File: src/rtl/pattern_sequencer.sv
// Test-pattern selector: debounced manual stepping plus frame-counted auto-cycle, committed at frame_start.
// Optional macro PAT_SEQ_PREV_EN adds a debounced btn_prev input that steps the pattern backwards.
module pattern_sequencer #(
    parameter int unsigned NUM_PATTERNS    = 8,
    parameter int unsigned DEBOUNCE_CYCLES = 500000,
    parameter int unsigned AUTO_FRAMES     = 120
) (
    input  logic       clk,
    input  logic       reset,
    input  logic       frame_start,
    input  logic       btn_next,
`ifdef PAT_SEQ_PREV_EN
    input  logic       btn_prev,
`endif
    input  logic       auto_en,
    output logic [2:0] pattern_sel,
    output logic       pattern_update,
    output logic       auto_active
);
    localparam int unsigned DbW = (DEBOUNCE_CYCLES > 1) ? $clog2(DEBOUNCE_CYCLES) : 1;
    localparam int unsigned FcW = (AUTO_FRAMES > 1) ? $clog2(AUTO_FRAMES) : 1;
    localparam logic [DbW-1:0] DbLast  = DbW'(DEBOUNCE_CYCLES - 1);
    localparam logic [FcW-1:0] FcLast  = FcW'(AUTO_FRAMES - 1);
    localparam logic [2:0]     SelLast = 3'(NUM_PATTERNS - 1);

    typedef enum logic [0:0] {StManual, StAuto} state_e;

    state_e         state_q;
    logic [FcW-1:0] frame_cnt_q;

    logic           nsync1_q, nsync2_q, ndeb_q;
    logic [DbW-1:0] ncnt_q;
    logic           pend_next_q;
    logic           pend_next_eff;

    logic           pend_prev_eff;
    logic           expire, do_adv, do_ret, step;
    logic [2:0]     sel_inc, sel_dec;

    // A rise on the final stable cycle counts as pending in that same cycle.
    assign pend_next_eff = pend_next_q | (nsync2_q & ~ndeb_q & (ncnt_q == DbLast));

    always_ff @(posedge clk) begin
        if (reset) begin
            nsync1_q <= 1'b0;
            nsync2_q <= 1'b0;
            ndeb_q   <= 1'b0;
            ncnt_q   <= '0;
        end else begin
            nsync1_q <= btn_next;
            nsync2_q <= nsync1_q;
            if (nsync2_q == ndeb_q) begin
                ncnt_q <= '0;
            end else if (ncnt_q == DbLast) begin
                ndeb_q <= nsync2_q;
                ncnt_q <= '0;
            end else begin
                ncnt_q <= ncnt_q + DbW'(1);
            end
        end
    end

`ifdef PAT_SEQ_PREV_EN
    logic           psync1_q, psync2_q, pdeb_q;
    logic [DbW-1:0] pcnt_q;
    logic           pend_prev_q;

    assign pend_prev_eff = pend_prev_q | (psync2_q & ~pdeb_q & (pcnt_q == DbLast));

    always_ff @(posedge clk) begin
        if (reset) begin
            psync1_q    <= 1'b0;
            psync2_q    <= 1'b0;
            pdeb_q      <= 1'b0;
            pcnt_q      <= '0;
            pend_prev_q <= 1'b0;
        end else begin
            psync1_q    <= btn_prev;
            psync2_q    <= psync1_q;
            pend_prev_q <= frame_start ? 1'b0 : pend_prev_eff;
            if (psync2_q == pdeb_q) begin
                pcnt_q <= '0;
            end else if (pcnt_q == DbLast) begin
                pdeb_q <= psync2_q;
                pcnt_q <= '0;
            end else begin
                pcnt_q <= pcnt_q + DbW'(1);
            end
        end
    end
`else
    assign pend_prev_eff = 1'b0;
`endif

    always_comb begin
        expire  = (state_q == StAuto) && (frame_cnt_q == FcLast);
        // Simultaneous next and prev requests cancel; auto expiry is then ignored too.
        do_adv  = (pend_next_eff & ~pend_prev_eff) | (~pend_next_eff & ~pend_prev_eff & expire);
        do_ret  = pend_prev_eff & ~pend_next_eff;
        step    = pend_next_eff | pend_prev_eff | expire;
        sel_inc = (pattern_sel == SelLast) ? 3'd0 : pattern_sel + 3'd1;
        sel_dec = (pattern_sel == 3'd0) ? SelLast : pattern_sel - 3'd1;
    end

    always_ff @(posedge clk) begin
        if (reset) begin
            state_q        <= StManual;
            frame_cnt_q    <= '0;
            pend_next_q    <= 1'b0;
            pattern_sel    <= 3'd0;
            pattern_update <= 1'b0;
            auto_active    <= 1'b0;
        end else begin
            pattern_update <= 1'b0;
            pend_next_q    <= pend_next_eff;
            if (frame_start) begin
                pend_next_q <= 1'b0;
                if (do_adv) begin
                    pattern_sel    <= sel_inc;
                    pattern_update <= 1'b1;
                end else if (do_ret) begin
                    pattern_sel    <= sel_dec;
                    pattern_update <= 1'b1;
                end
                if (((state_q == StAuto) != auto_en) || step) begin
                    frame_cnt_q <= '0;
                end else if (state_q == StAuto) begin
                    frame_cnt_q <= frame_cnt_q + FcW'(1);
                end
                state_q     <= auto_en ? StAuto : StManual;
                auto_active <= auto_en;
            end
        end
    end
endmodule

File: config.mk
export PLATFORM = sky130hd
export DESIGN_NAME = pattern_sequencer
export DESIGN_NICKNAME = d
export VERILOG_FILES = /design/src/rtl/pattern_sequencer.sv
export SDC_FILE = /design/constraint.sdc
export NUM_CORES = 1
export LEC_CHECK = 0
export BUFFER_PORTS_ARGS = -buffer_cell sky130_fd_sc_hd__buf_2
export CORE_ASPECT_RATIO = 0.5
export CORE_MARGIN = 8
export CORE_UTILIZATION = 58
export DETAILED_ROUTE_END_ITERATION = 16
export PLACE_DENSITY = 0.85
export SYNTH_ARGS = -nofsm -noshare
export SYNTH_HDL_FRONTEND = slang
export SYNTH_SLANG_ARGS = --single-unit
export TNS_END_PERCENT = 1
File: constraint.sdc
create_clock -name clk -period 3.1 [get_ports clk]
set_clock_uncertainty 0.05 [all_clocks]
set_input_delay 0.31 -clock clk [delete_from_list [all_inputs] [get_ports clk]]
set_output_delay 0.31 -clock clk [all_outputs]
set_load 0.01 [all_outputs]
* Word-level counts from Yosys, hierarchy flattened
Index checks and enable logic that the tools add are counted.
** Storage, ports and cells
- Register bits after elaboration :: 36
- Input port bits :: 5
- Output and inout bits :: 5
- Logic and storage cells :: 42
** Cells by class
- Add/subtract/negate cells :: 3
- Equal/unequal tests :: 5
- Multiplexer cells :: 5
- Bitwise logic cells :: 10
- Reductions and logical operators :: 9
** Operator list (count)
- $add 19x1->19 const B :: 1
- $eq 19x19->1 const B :: 1
- $mux 7 :: 2
- $add 7x1->7 const B :: 1
- $eq 7x7->1 const B :: 1
- $reduce_and 2->1 :: 3
- $not 1->1 :: 4
- $reduce_or 2->1 :: 2
- $add 3x1->3 const B :: 1
- $and 1x1->1 :: 3
- $eq 3x3->1 const B :: 1
- $mux 3 :: 1
- $or 1x1->1 :: 3
- $reduce_or 3->1 :: 1
- $mux 1 :: 2
- $reduce_bool 2->1 :: 1
- $eq 1x1->1 :: 1
- $logic_and 1x1->1 :: 1
- $logic_or 1x1->1 :: 1
- $ne 1x1->1 :: 1

* Logic depth before layout (Yosys ltp)
- Depth in word-level cells :: 8
- Mapped depth :: 7
- Gate-level depth less buffers :: 6

* Worst setup path after synthesis
OpenSTA, ideal clock, no wires.
- Path type :: register to register
- From :: reg ncnt_q[0]
- To :: reg frame_cnt_q[5]
- Library setup time :: 0.086 ns
- Data arrival time :: 2.187 ns
- Setup slack :: 0.778 ns
- Stages on the path, launching flop included :: 7
- Path buffers :: 0
- Clock period less this slack :: 2.322 ns
- Path through :: dfxtp_1 -> ha_1 -> nand4_2 -> or4_4 -> o31a_1 -> or4_1 -> a211oi_1
** Between the ends
- Longest elaborated chain between the ends :: 7
** RTL lines
- from (decl) :: line 32 : logic [DbW-1:0] ncnt_q;
- from (signal assigned) :: line 58 : ncnt_q <= ncnt_q + DbW'(1);
- $eq 19x19->1 * :: line 41 : assign pend_next_eff = pend_next_q | (nsync2_q & ~ndeb_q & (ncnt_q == DbLast));
- $and 1x1->1 * :: line 41
- $or 1x1->1 * :: line 41
- $or 1x1->1 * :: line 100 : step = pend_next_eff | pend_prev_eff | expire;
- $logic_or 1x1->1 * :: line 125 : if (((state_q == StAuto) != auto_en) || step) begin
- $reduce_bool 2->1 (no source line)
- $reduce_and 2->1 (no source line)
- to (signal assigned) :: line 128 : frame_cnt_q <= frame_cnt_q + FcW'(1);
- to (decl) :: line 29 : logic [FcW-1:0] frame_cnt_q;
Every way passes the cells marked *; elsewhere a longest branch is shown, timed or not.
A chain may end at the register's enable or synchronous reset.

* Worst setup path in the final report
Same ends and word-level chain as after synthesis.

==> flow_summary_export.csv <==
group,metric,value,unit
clocking,h-tree-depth,2,
setup_path,endpoint_kind,"flip-flop",
timing,fmax,386,MHz
floorplanning,fp-row-count,13,
floorplanning,pin_count,10,
yosys,seq_area_frac_synth,43.8,%
global_routing,grt_pass1_vias,1239,
power_and_ir_drop,switchingPower,0.178,mW
drt,drtIter0Drc,41,
power_and_ir_drop,swShare,22.4,%
clocking,clk_pin_slew,0.07,ns
power_and_ir_drop,p_int,0.617,mW
placed_design,post-dp-hpwl,2060,µm
power_and_ir_drop,p_per_area,450,mW/mm²
setup_path,crit_type,"flip-flop to flip-flop",
yosys,synth_nets,192,
clocking,cts_inserted_buffers,5,
placed_design,io_buffer_count,9,
setup_path,cp_data_required_time,3.26,ns
drt,num_vias,1324,
floorplanning,die_area,0.00480,mm²
timing,setup_violations,0,
final_layout,nets,205,
drt,wl_per_cell,12.6,µm
hold_path,hold_path.class,"input port to flip-flop",
yosys,postSynthCellCount,182,
setup_path,crit_path_start_kind,"flip-flop",
floorplanning,start_util,61.4,%
global_routing,grt_max_degree,20,
timing,grt_setup_unrepaired,"false",
clocking,cts_root_buf,"clkbuf_8",
yosys,ys_seq_elements,35,
clocking,postCtsSetupBuffers,0,
power_and_ir_drop,leakagePower,0.593,nW
clocking,cts_tree,"built",
clocking,clkSinkCount,35,
timing,fin_crit_sh,83.6,%
final_layout,fin_area,0.00177,mm²
setup_path,arrival,2.75,ns
final_layout,antenna_cells,0,
final_layout,syn_to_final_growth,10.5,%
final_layout,drive_above_1_share,10.7,%
floorplanning,die_h,53.1,µm
final_layout,multiInputGateArea,860,µm²
placed_design,place.gp.congestion,0.807,
floorplanning,die_x,90.3,µm
timing,drv_slew,0,
yosys,synth.distinct_cells,38,
floorplanning,coreArea,0.00260,mm²
timing,worst_pin_slew,0.658,ns
drt,wirelength,2930,µm
yosys,yosys_warnings,0,
final_layout,nFillCells,210,
placed_design,post_dp_cell_area,0.00168,mm²
setup_path,crit_fanout,12,
flow_run,timing.max_cap.violations,0,
global_routing,antenna_found_initial,0,
power_and_ir_drop,peakVddDrop,270,µV
power_and_ir_drop,clockPowerShare,39.9,%
final_layout,final_core_util,67.9,%
outcome,status,"finished, final reports clean",
power_and_ir_drop,power,0.795,mW
global_routing,grt_pass1_wl,5210,µm
global_routing,track_usage,13.6,%
clocking,post_cts_resized,0,
timing,period_minus_slack,2.59,ns
drt,drc_errors,0,
yosys,synthesis.area,0.00160,mm²
yosys,avgSynthCellArea,8.79,µm²
clocking,clock_path_buffers,2,
drt,ant_nets,0,
final_layout,seq_area,701,µm²
drt,dr.pass1.iters,4,
timing,finalSetupTns,0,ns
global_routing,grt_overflow_total,0,
clocking,clkLatencyLatePin,0.29,ns
timing,hold_violations,0,
power_and_ir_drop,seq_power_share,57.2,%
timing,slew_headroom,55.7,%
power_and_ir_drop,combPwrFrac,2.9,%
drt,viasPerCell,5.68,
clocking,cts-hold-fix-buffers,0,
==> state kept, by name, indices dropped and copies added, names as in the netlist <==
| name | flops |
|---|---|
| ndeb_q | 1 |
| nsync2_q | 1 |
| auto_active | 1 |
| pend_next_q | 1 |
| pattern_update | 1 |
| ncnt_q | 19 |
| nsync1_q | 1 |
| frame_cnt_q | 7 |
| pattern_sel | 3 |
==> cell families (layout without fill, tap and decap cells) <==
logic type,Yosys count,after routing,synth area share [%]
simple gates,82,82,28.1
compound gates,35,35,13.4
flops,35,35,43.8
xor+xnor,13,13,7.12
buf+inv,10,24,2.43
fa+ha+maj,5,5,3.91
mux,2,2,1.25
==> final timing paths <==
path,start,endpoint,slack (ns),cells after the start
setup / recovery,ncnt_q[0],frame_cnt_q[5],0.51,6
hold / removal,btn_next,nsync1_q,0.22,2
setup reg to reg,ncnt_q[0],frame_cnt_q[5],0.51,6
hold reg to reg,nsync1_q,nsync2_q,0.41,1
==> cells in the mapped netlist (all sizes together) <==
master	instances	area, µm²
dfxtp	35	701
nor2	20	75.1
nand3	13	65.1
o21ai	12	60.1
nand2	10	37.5
xor2	10	87.6
or3	9	56.3
a21oi	8	40.0
nand4	8	56.3
inv	6	22.5
a211oi	5	37.5
ha	5	62.6
clkbuf	3	11.3
nor3	3	15.0
or4	3	26.3
xnor2	3	26.3
a31oi	2	12.5
and2	2	12.5
and3	2	12.5
and4	2	17.5
mux2i	2	20.0
nor2b	2	12.5
nor4	2	12.5
nor4bb	2	20.0
o211ai	2	15.0
o31ai	2	15.0
a211o	1	8.76
a21boi	1	7.51
a31o	1	8.76
and3b	1	8.76
buf	1	5.00
nand2b	1	6.26
nor4b	1	8.76
o31a	1	8.76
or2	1	6.26
==> layer usage <==
| metal | GRT usage [%] | part of all wire (%) |
|---|---|---|
| met4 | 7.36 | 1.3 |
| met3 | 5.77 | 4.9 |
| met5 | 0 | 0 |
| met2 | 23.5 | 46 |
| met1 | 14.5 | 47 |
==> layout by cell type, fill, tap and decap left out, types with 5 or more instances in the layout <==
cell and n:
dfxtp_1 35, nor2_1 20, nand3_1 13, o21ai_0 11, nand2_1 10, xor2_1 10, or3_1 9, buf_2 9
a21oi_1 8, nand4_1 7, inv_1 6, a211oi_1 5, ha_1 5, clkbuf_8 5
==> stage by stage <==
stage                     hold slack (ns)  setup slack [ns]  cells
final                               0.220             0.509    233
after CTS                           0.208             0.499    233
after global placement              0.371             0.587    225
after detailed placement            0.389             0.513    225
after global routing                0.228             0.293    233
after floorplan                     0.332             0.778    182
==> power by group through the flow <==
stage          Sequential (mW)  Clock, mW  Combinational (mW)
3_5_place_dp             0.465          0              0.0233
4_1_cts                  0.454      0.330              0.0235
3_3_place_gp             0.465          0              0.0227
2_1_floorplan            0.465          0              0.0155
5_1_grt                  0.455      0.342              0.0265
6_report                 0.455      0.317              0.0234
==> critical path, stage by stage, from the launching register on <==
cell and delay, ns:
dfxtp_1 0.39, ha_1 0.27, nand4_2 0.17, or4_4 0.47
o31a_1 0.43, or4_1 0.53, a211oi_1 0.22
==> cell type report <==
class                      count  share of cell area (%)
clock inverter                 2                   0.708
sequential                    35                    39.7
tap                           37                    2.62
clock buffer                   6                    4.11
timing repair buffer          10                    2.97
multi-input combinational    137                    48.7
inverter                       6                    1.27
No activity file was read; power rests on OpenSTA's default activity.
